===== src/rtl/mux_scan_nto1.sv =====
// N-channel registered multiplexer with a manual select mode and an automatic
// scan mode that holds each channel for DWELL cycles and flags each wrap.
module mux_scan_nto1 #(
  parameter int unsigned N_CH   = 4,
  parameter int unsigned DATA_W = 1,
  parameter int unsigned SEL_W  = 2,
  parameter int unsigned DWELL  = 1
) (
  input  logic                     clk,
  input  logic                     rst_n,
  input  logic [N_CH*DATA_W-1:0]   d,
  input  logic [SEL_W-1:0]         sel,
  input  logic                     mode,
  input  logic                     en,
  output logic [DATA_W-1:0]        out,
  output logic                     out_valid,
  output logic [SEL_W-1:0]         cur_sel,
  output logic                     wrap
);

  localparam int unsigned DcntW = (DWELL > 1) ? $clog2(DWELL) : 1;
  localparam logic [DcntW-1:0] DcntLast = DcntW'(DWELL - 1);
  localparam logic [SEL_W-1:0] PtrLast  = SEL_W'(N_CH - 1);

  logic [DATA_W-1:0] out_q, out_d;
  logic              valid_q, valid_d;
  logic [SEL_W-1:0]  cur_q, cur_d;
  logic              wrap_q, wrap_d;
  logic [SEL_W-1:0]  ptr_q, ptr_d;
  logic [DcntW-1:0]  dcnt_q, dcnt_d;
  logic              mode_q;

  logic              mode_chg;
  logic [SEL_W-1:0]  ptr_eff;
  logic [DcntW-1:0]  dcnt_eff;
  logic [SEL_W-1:0]  idx;
  logic [DATA_W-1:0] chan;
  logic              sel_ok;

  // A mode change restarts the scan from channel 0 within the same cycle.
  assign mode_chg = (mode != mode_q);
  assign ptr_eff  = mode_chg ? '0 : ptr_q;
  assign dcnt_eff = mode_chg ? '0 : dcnt_q;
  assign idx      = mode ? ptr_eff : sel;
  assign sel_ok   = (32'(sel) < N_CH);

  always_comb begin
    chan = '0;
    for (int k = 0; k < int'(N_CH); k++) begin
      if (idx == SEL_W'(k)) chan = d[k*DATA_W +: DATA_W];
    end
  end

  always_comb begin
    out_d   = out_q;
    cur_d   = cur_q;
    valid_d = 1'b0;
    wrap_d  = 1'b0;
    ptr_d   = ptr_eff;
    dcnt_d  = dcnt_eff;
    if (en) begin
      if (!mode) begin
        if (sel_ok) begin
          out_d   = chan;
          cur_d   = sel;
          valid_d = 1'b1;
        end
      end else begin
        out_d   = chan;
        cur_d   = ptr_eff;
        valid_d = 1'b1;
        if (dcnt_eff == DcntLast) begin
          dcnt_d = '0;
          if (ptr_eff == PtrLast) begin
            ptr_d  = '0;
            wrap_d = 1'b1;
          end else begin
            ptr_d = ptr_eff + SEL_W'(1);
          end
        end else begin
          dcnt_d = dcnt_eff + DcntW'(1);
        end
      end
    end
  end

  always_ff @(posedge clk) begin
    if (!rst_n) begin
      out_q   <= '0;
      valid_q <= 1'b0;
      cur_q   <= '0;
      wrap_q  <= 1'b0;
      ptr_q   <= '0;
      dcnt_q  <= '0;
      mode_q  <= 1'b0;
    end else begin
      out_q   <= out_d;
      valid_q <= valid_d;
      cur_q   <= cur_d;
      wrap_q  <= wrap_d;
      ptr_q   <= ptr_d;
      dcnt_q  <= dcnt_d;
      mode_q  <= mode;
    end
  end

  assign out       = out_q;
  assign out_valid = valid_q;
  assign cur_sel   = cur_q;
  assign wrap      = wrap_q;

endmodule


===== config.mk =====
export PLATFORM = sky130hd
export DESIGN_NAME = mux_scan_nto1
export DESIGN_NICKNAME = d
export VERILOG_FILES = /design/src/rtl/mux_scan_nto1.sv
export SDC_FILE = /design/constraint.sdc
export NUM_CORES = 1
export LEC_CHECK = 0
export ABC_AREA = 0
export ABC_CLOCK_PERIOD_IN_PS = 2100
export CAP_MARGIN = 20
export CORE_AREA = 8 8 45 47
export CTS_BUF_LIST = sky130_fd_sc_hd__clkbuf_8
export CTS_CLUSTER_SIZE = 14
export DETAILED_ROUTE_END_ITERATION = 6
export DIE_AREA = 0 0 53 55
export HOLD_SLACK_MARGIN = 0.08
export PLACE_DENSITY = 0.65
export RECOVER_POWER = 50
export SLEW_MARGIN = 0
export SYNTH_ARGS = -nofsm -noshare
export SYNTH_HDL_FRONTEND = slang
export SYNTH_SLANG_ARGS = --single-unit
export TNS_END_PERCENT = 1

===== constraint.sdc =====
create_clock -name clk -period 2.1 [get_ports clk]
set_clock_uncertainty 0.05 [all_clocks]
set_input_delay 0.42 -clock clk [delete_from_list [all_inputs] [get_ports clk]]
set_output_delay 0.42 -clock clk [all_outputs]
set_load 0.005 [all_outputs]

After elaboration in Yosys (flattened, before gate mapping)

Index checks and enable logic that the tools add are counted.
Widths: inputs -> output; s select.

Register bits after elaboration: 9
Bits of input ports: 10
Output and inout port bits: 5
Logic and storage cells: 35

Add/sub/neg operators: 2
Equal/unequal tests: 5
Mux-type cells: 16
Bitwise operators: 3
Reductions and logical operators: 2

Operator list:

| cell                | count |
|---|---|
| $mux 2              | 6 |
| $mux 1              | 10 |
| $eq 2x2->1 const B  | 3 |
| $reduce_or 4->1     | 1 |
| $not 1->1           | 3 |
| $add 2x1->2 const B | 1 |
| $eq 2x1->1 const B  | 1 |
| $logic_not 2->1     | 1 |
| $add 1x1->1 const B | 1 |
| $ne 1x1->1          | 1 |

Longest topological paths before layout

Word-level depth: 8
Gate-level depth with buffers: 8
Depth with buffers taken out: 7

Worst setup path after synthesis

No wires, ideal clock.

Path kind: input-to-reg
From: input port mode
To: register ptr_q[1]
Setup time: 119 ps
Arrival time: 1,355 ps
Required time: 1,931 ps
Setup slack: 576 ps
Stages: 8
Path buffers: 1
Path through: buf_6 -> xnor2_1 -> and2_1 -> ha_1 -> nand2_1 -> a21oi_1 -> o21ai_1 -> a21boi_1

Longest elaborated chain between the ends: 7
Elaborated cells on any way between the ends: 9
Those cells by class: 1 x add/sub; 2 x eq/ne; 6 x mux

RTL lines:

| element                                          | line   | source |
|---|---|---|
| start, declared                                  | 13     | `input logic mode,` |
| $ne 1x1->1                                       | 41     | `assign mode_chg = (mode != mode_q);` |
| $mux 2                                           | 42     | `assign ptr_eff = mode_chg ? '0 : ptr_q;` |
| $add 2x1->2 / $eq 2x2->1 (equally long branches) | 78, 74 |  |
| $mux 2                                           | 74     | `if (ptr_eff == PtrLast) begin` |
| $mux 2                                           | 72     | `if (dcnt_eff == DcntLast) begin` |
| $mux 2                                           | 62     | `if (!mode) begin` |
| $mux 2 (*)                                       | 61     | `if (en) begin` |
| end signal, assigned                             | 101    | `ptr_q <= ptr_d;` |
| end, declared                                    | 29     | `logic [SEL_W-1:0] ptr_q, ptr_d;` |

Mark *: on every way between the ends. The rest lies on a longest branch, timed or not.
A chain may end at the register's enable or synchronous reset.

Worst setup path after layout

From: input port mode
To: register out_q (netlist: out)

Longest elaborated chain between the ends: 8
Elaborated cells on any way between the ends: 11
Those cells by class: 4 x eq/ne; 6 x mux; 1 x reduce/logical

RTL lines:

| element              | line | source |
|---|---|---|
| $ne 1x1->1           | 41   |  |
| $mux 2               | 42   |  |
| $mux 2 (*)           | 44   | `assign idx = mode ? ptr_eff : sel;` |
| $logic_not 2->1      | 50   | `if (idx == SEL_W'(k)) chan = d[k*DATA_W +: DATA_W];` |
| $mux 1 (3 in series) | 50   |  |
| $mux 1 (*)           | 50   |  |
| end signal, assigned | 97   | `out_q <= out_d;` |
| end, declared        | 25   | `logic [DATA_W-1:0] out_q, out_d;` |

Marked as above.

==> impl_metrics.json <==
{
  "finalInstanceArea_um2": 681,
  "worstSkewPairLatency_ns": 0.24,
  "timing.rr.start": "mode_q$_SDFF_PN0_",
  "setup_violations": 0,
  "io_buffers": 14,
  "p_leak_nw": 0.296,
  "worstMarginPinSlew_ns": 0.362,
  "hold_depth": 1,
  "gp_congestion": 0.720,
  "synth-seq-area-share_pct": 36.9,
  "numCtsBuffers": 3,
  "cp-start-kind": "primary input",
  "grt_max_degree": 12,
  "hold_class": "reg -> reg",
  "cts_sinks": 9,
  "yosysWarnings": 0,
  "synth_top_area_share_pct": 36.9,
  "hold_buffers": 0,
  "power_w": 0.000456,
  "end_kind": "flop",
  "dieArea_mm2": 0.00292,
  "reg2reg_slack_ns": 0.72,
  "synthCells": 53,
  "vdd_drop_max_v": 0.000326,
  "placed_area_um2": 636,
  "pin_count": 15,
  "multi_input_area_um2": 277,
  "synth_fa_ha_area_share_pct": 2.56,
  "dp_hpwl_um": 807,
  "syn-cell-area_um2": 488,
  "track_usage_pct": 7.93,
  "seqCellArea_um2": 180,
  "hold_path.startpoint": "cur_sel[0]$_SDFFE_PN0P_",
  "yosys.area.top_type": "dfxtp_1",
  "core_area_mm2": 0.00138,
  "diodes": 0,
  "vias": 414,
  "synth_area_per_cell_um2": 9.21,
  "drv_slew": 0,
  "initial_utilization_pct": 35.3,
  "relSlewSlack_pct": 75.8,
  "max_cap_violations": 0,
  "synth_area_leaders": "dfxtp_1 37%, mux2i_1 8.2%, nand2_1 5.4%",
  "fin_crit_sh_pct": 82.6,
  "critical_path_class": "in -> reg",
  "synth-xor-area-share_pct": 3.59,
  "die_w_um": 53,
  "synth_top_family_by_area": "compound AO/OA/AOI/OAI gates",
  "fin_setup_tns_ns": 0,
  "max_freq_mhz": 577,
  "area_growth_pct": 39.5,
  "drive_above_1_share_pct": 11.4,
  "ys_seq_elements": 9,
  "finalHoldWorstSlack_ns": 0.426,
  "period_minus_slack_ns": 1.73,
  "hold_viol": 0,
  "fill_cells": 143,
  "num_rows": 14,
  "crit_fanout": 11,
  "htreeDepth": 1,
  "synthMuxAreaShare_pct": 8.21,
  "clkTransAtPathRegs_ns": 0.05,
  "antenna_found_initial": 0,
  "fin_nets": 82,
  "reg2regPathDepth": 7,
  "routed_wl_um": 1050,
  "wire_per_inst_um": 12.2,
  "hold_end": "cur_sel[0]$_SDFFE_PN0P_",
  "grt_pass1_wl_um": 1590,
  "cts_tree": "done",
  "cts.repair.resized": 0,
  "syn_nets": 64,
  "timing.rr.end": "ptr_q[1]$_SDFF_PN0_",
  "die_h_um": 55,
  "synthDistinctLibCells": 24,
  "yosys.area_share.simple_pct": 20.8,
  "drt_pass1_iterations": 4,
  "utilization_pct": 49.2,
  "grt-ovfl-total": 0,
  "ant_nets": 0,
  "first_global_vias": 377,
  "drc": 0,
  "vias_per_cell": 4.81,
  "cts_root_buf": "clkbuf_8",
  "critPathArrivalTime_ns": 1.80,
  "outcome": "complete, no violations",
  "cts_setup_buffers": 0,
  "required_ns": 2.17,
  "first_iter_violations": 2,
  "synth_compound_gate_area_share_pct": 21.5,
  "ctsLongestPathBuffers": 2,
  "rsz0062_at_grt": "no",
  "powerDensity_mw_per_mm2": 670
}
-- cells in the mapped netlist --
master    n
xnor2_1   1
a31oi_1   1
and2_2    1
a21oi_1   5
nor2_1    3
dfxtp_1   9
and2_1    3
nand2_1   7
o21ai_1   1
nand2b_1  1
ha_1      1
xor2_1    1
o21ai_0   1
buf_2     1
a31oi_4   1
a21boi_1  1
o211a_1   2
nand3b_1  1
nor2b_1   3
nand3_1   1
mux2i_1   4
o221ai_2  1
buf_6     2
inv_1     1
-- worst max-delay path, cell delays in order --
cell and delay (ns):
clkdlybuf4s50_1 0.50, buf_4 0.20, nor2b_1 0.09, a31oi_4 0.20
mux2i_1 0.28, o221ai_2 0.13
-- cell usage in the layout (no fill, tap or decap), drive strengths merged --
cell / count
dlygate4sd3: 3
inv: 2
a31oi: 2
o21ai: 2
o211a: 2
nand3: 1
nand3b: 1
nor2: 3
mux2i: 4
a21boi: 1
buf: 2
a21oi: 5
ha: 1
nor2b: 3
nand2: 7
dfxtp: 9
o221ai: 1
xor2: 1
clkbuf: 3
and2: 4
clkdlybuf4s50: 11
xnor2: 1
nand2b: 1
-- area by class of cell --
class | count | area share (%)
Tap cell | 16 | 2.94
Clock buffer | 3 | 6.07
Multi-Input combinational cell | 40 | 40.6
Sequential cell | 9 | 26.5
Inverter | 1 | 0.551
Timing Repair Buffer | 16 | 22.8
Clock inverter | 1 | 0.551
-- state kept, by name, summed over array words and instances, names as in the netlist --
name and count:
cur_sel 2, ptr_q 2, dcnt_q 1, mode_q 1, out 1, out_valid 1, wrap 1
-- worst max path at each step --
stage | startpoint | end | slack (ns) | depth (start not counted)
after floorplan | mode | ptr_q[1]$_SDFF_PN0_ | 0.58 | 8
after global placement | mode | ptr_q[1]$_SDFF_PN0_ | 0.16 | 8
after detailed placement | mode | out$_SDFFE_PN0P_ | 0.12 | 6
after CTS | mode | out$_SDFFE_PN0P_ | 0.37 | 6
after global routing | mode | ptr_q[1]$_SDFF_PN0_ | 0.27 | 8
final | mode | out$_SDFFE_PN0P_ | 0.37 | 6
-- report_power, final --
part | switching, W | leakage, nW | internal, W
Clock | 0.0000712 | 0.0269 | 0.000127
Combinational | 0.0000297 | 0.195 | 0.0000422
Sequential | 0.00000557 | 0.0740 | 0.000180
-- cell families after synthesis --
kind of cell / count (synthesis)
fa+ha+maj: 1
xor+xnor: 2
compound gates: 13
mux: 4
simple gates: 20
buf+inv: 4
flops: 9
-- per-layer routing --
layer / GRT usage [%] / up-vias / routed length (µm) / share of wire [%]
met5: 0 / - / 0 / 0
met4: 10.3 / 0 / 51 / 4.9
met3: 2.94 / 5 / 66 / 6.3
met2: 11.7 / 10 / 491 / 47
met1: 7.61 / 185 / 436 / 42
li1: - / 214 / - / -
-- metrics by stage --
stage	instances	worst slack, ns
CTS	86	0.367
detailed placement	82	0.122
global route	86	0.266
floorplan	53	0.576
finish	86	0.366
global placement	82	0.163
Note: power is estimated with default switching activity, not from simulation.
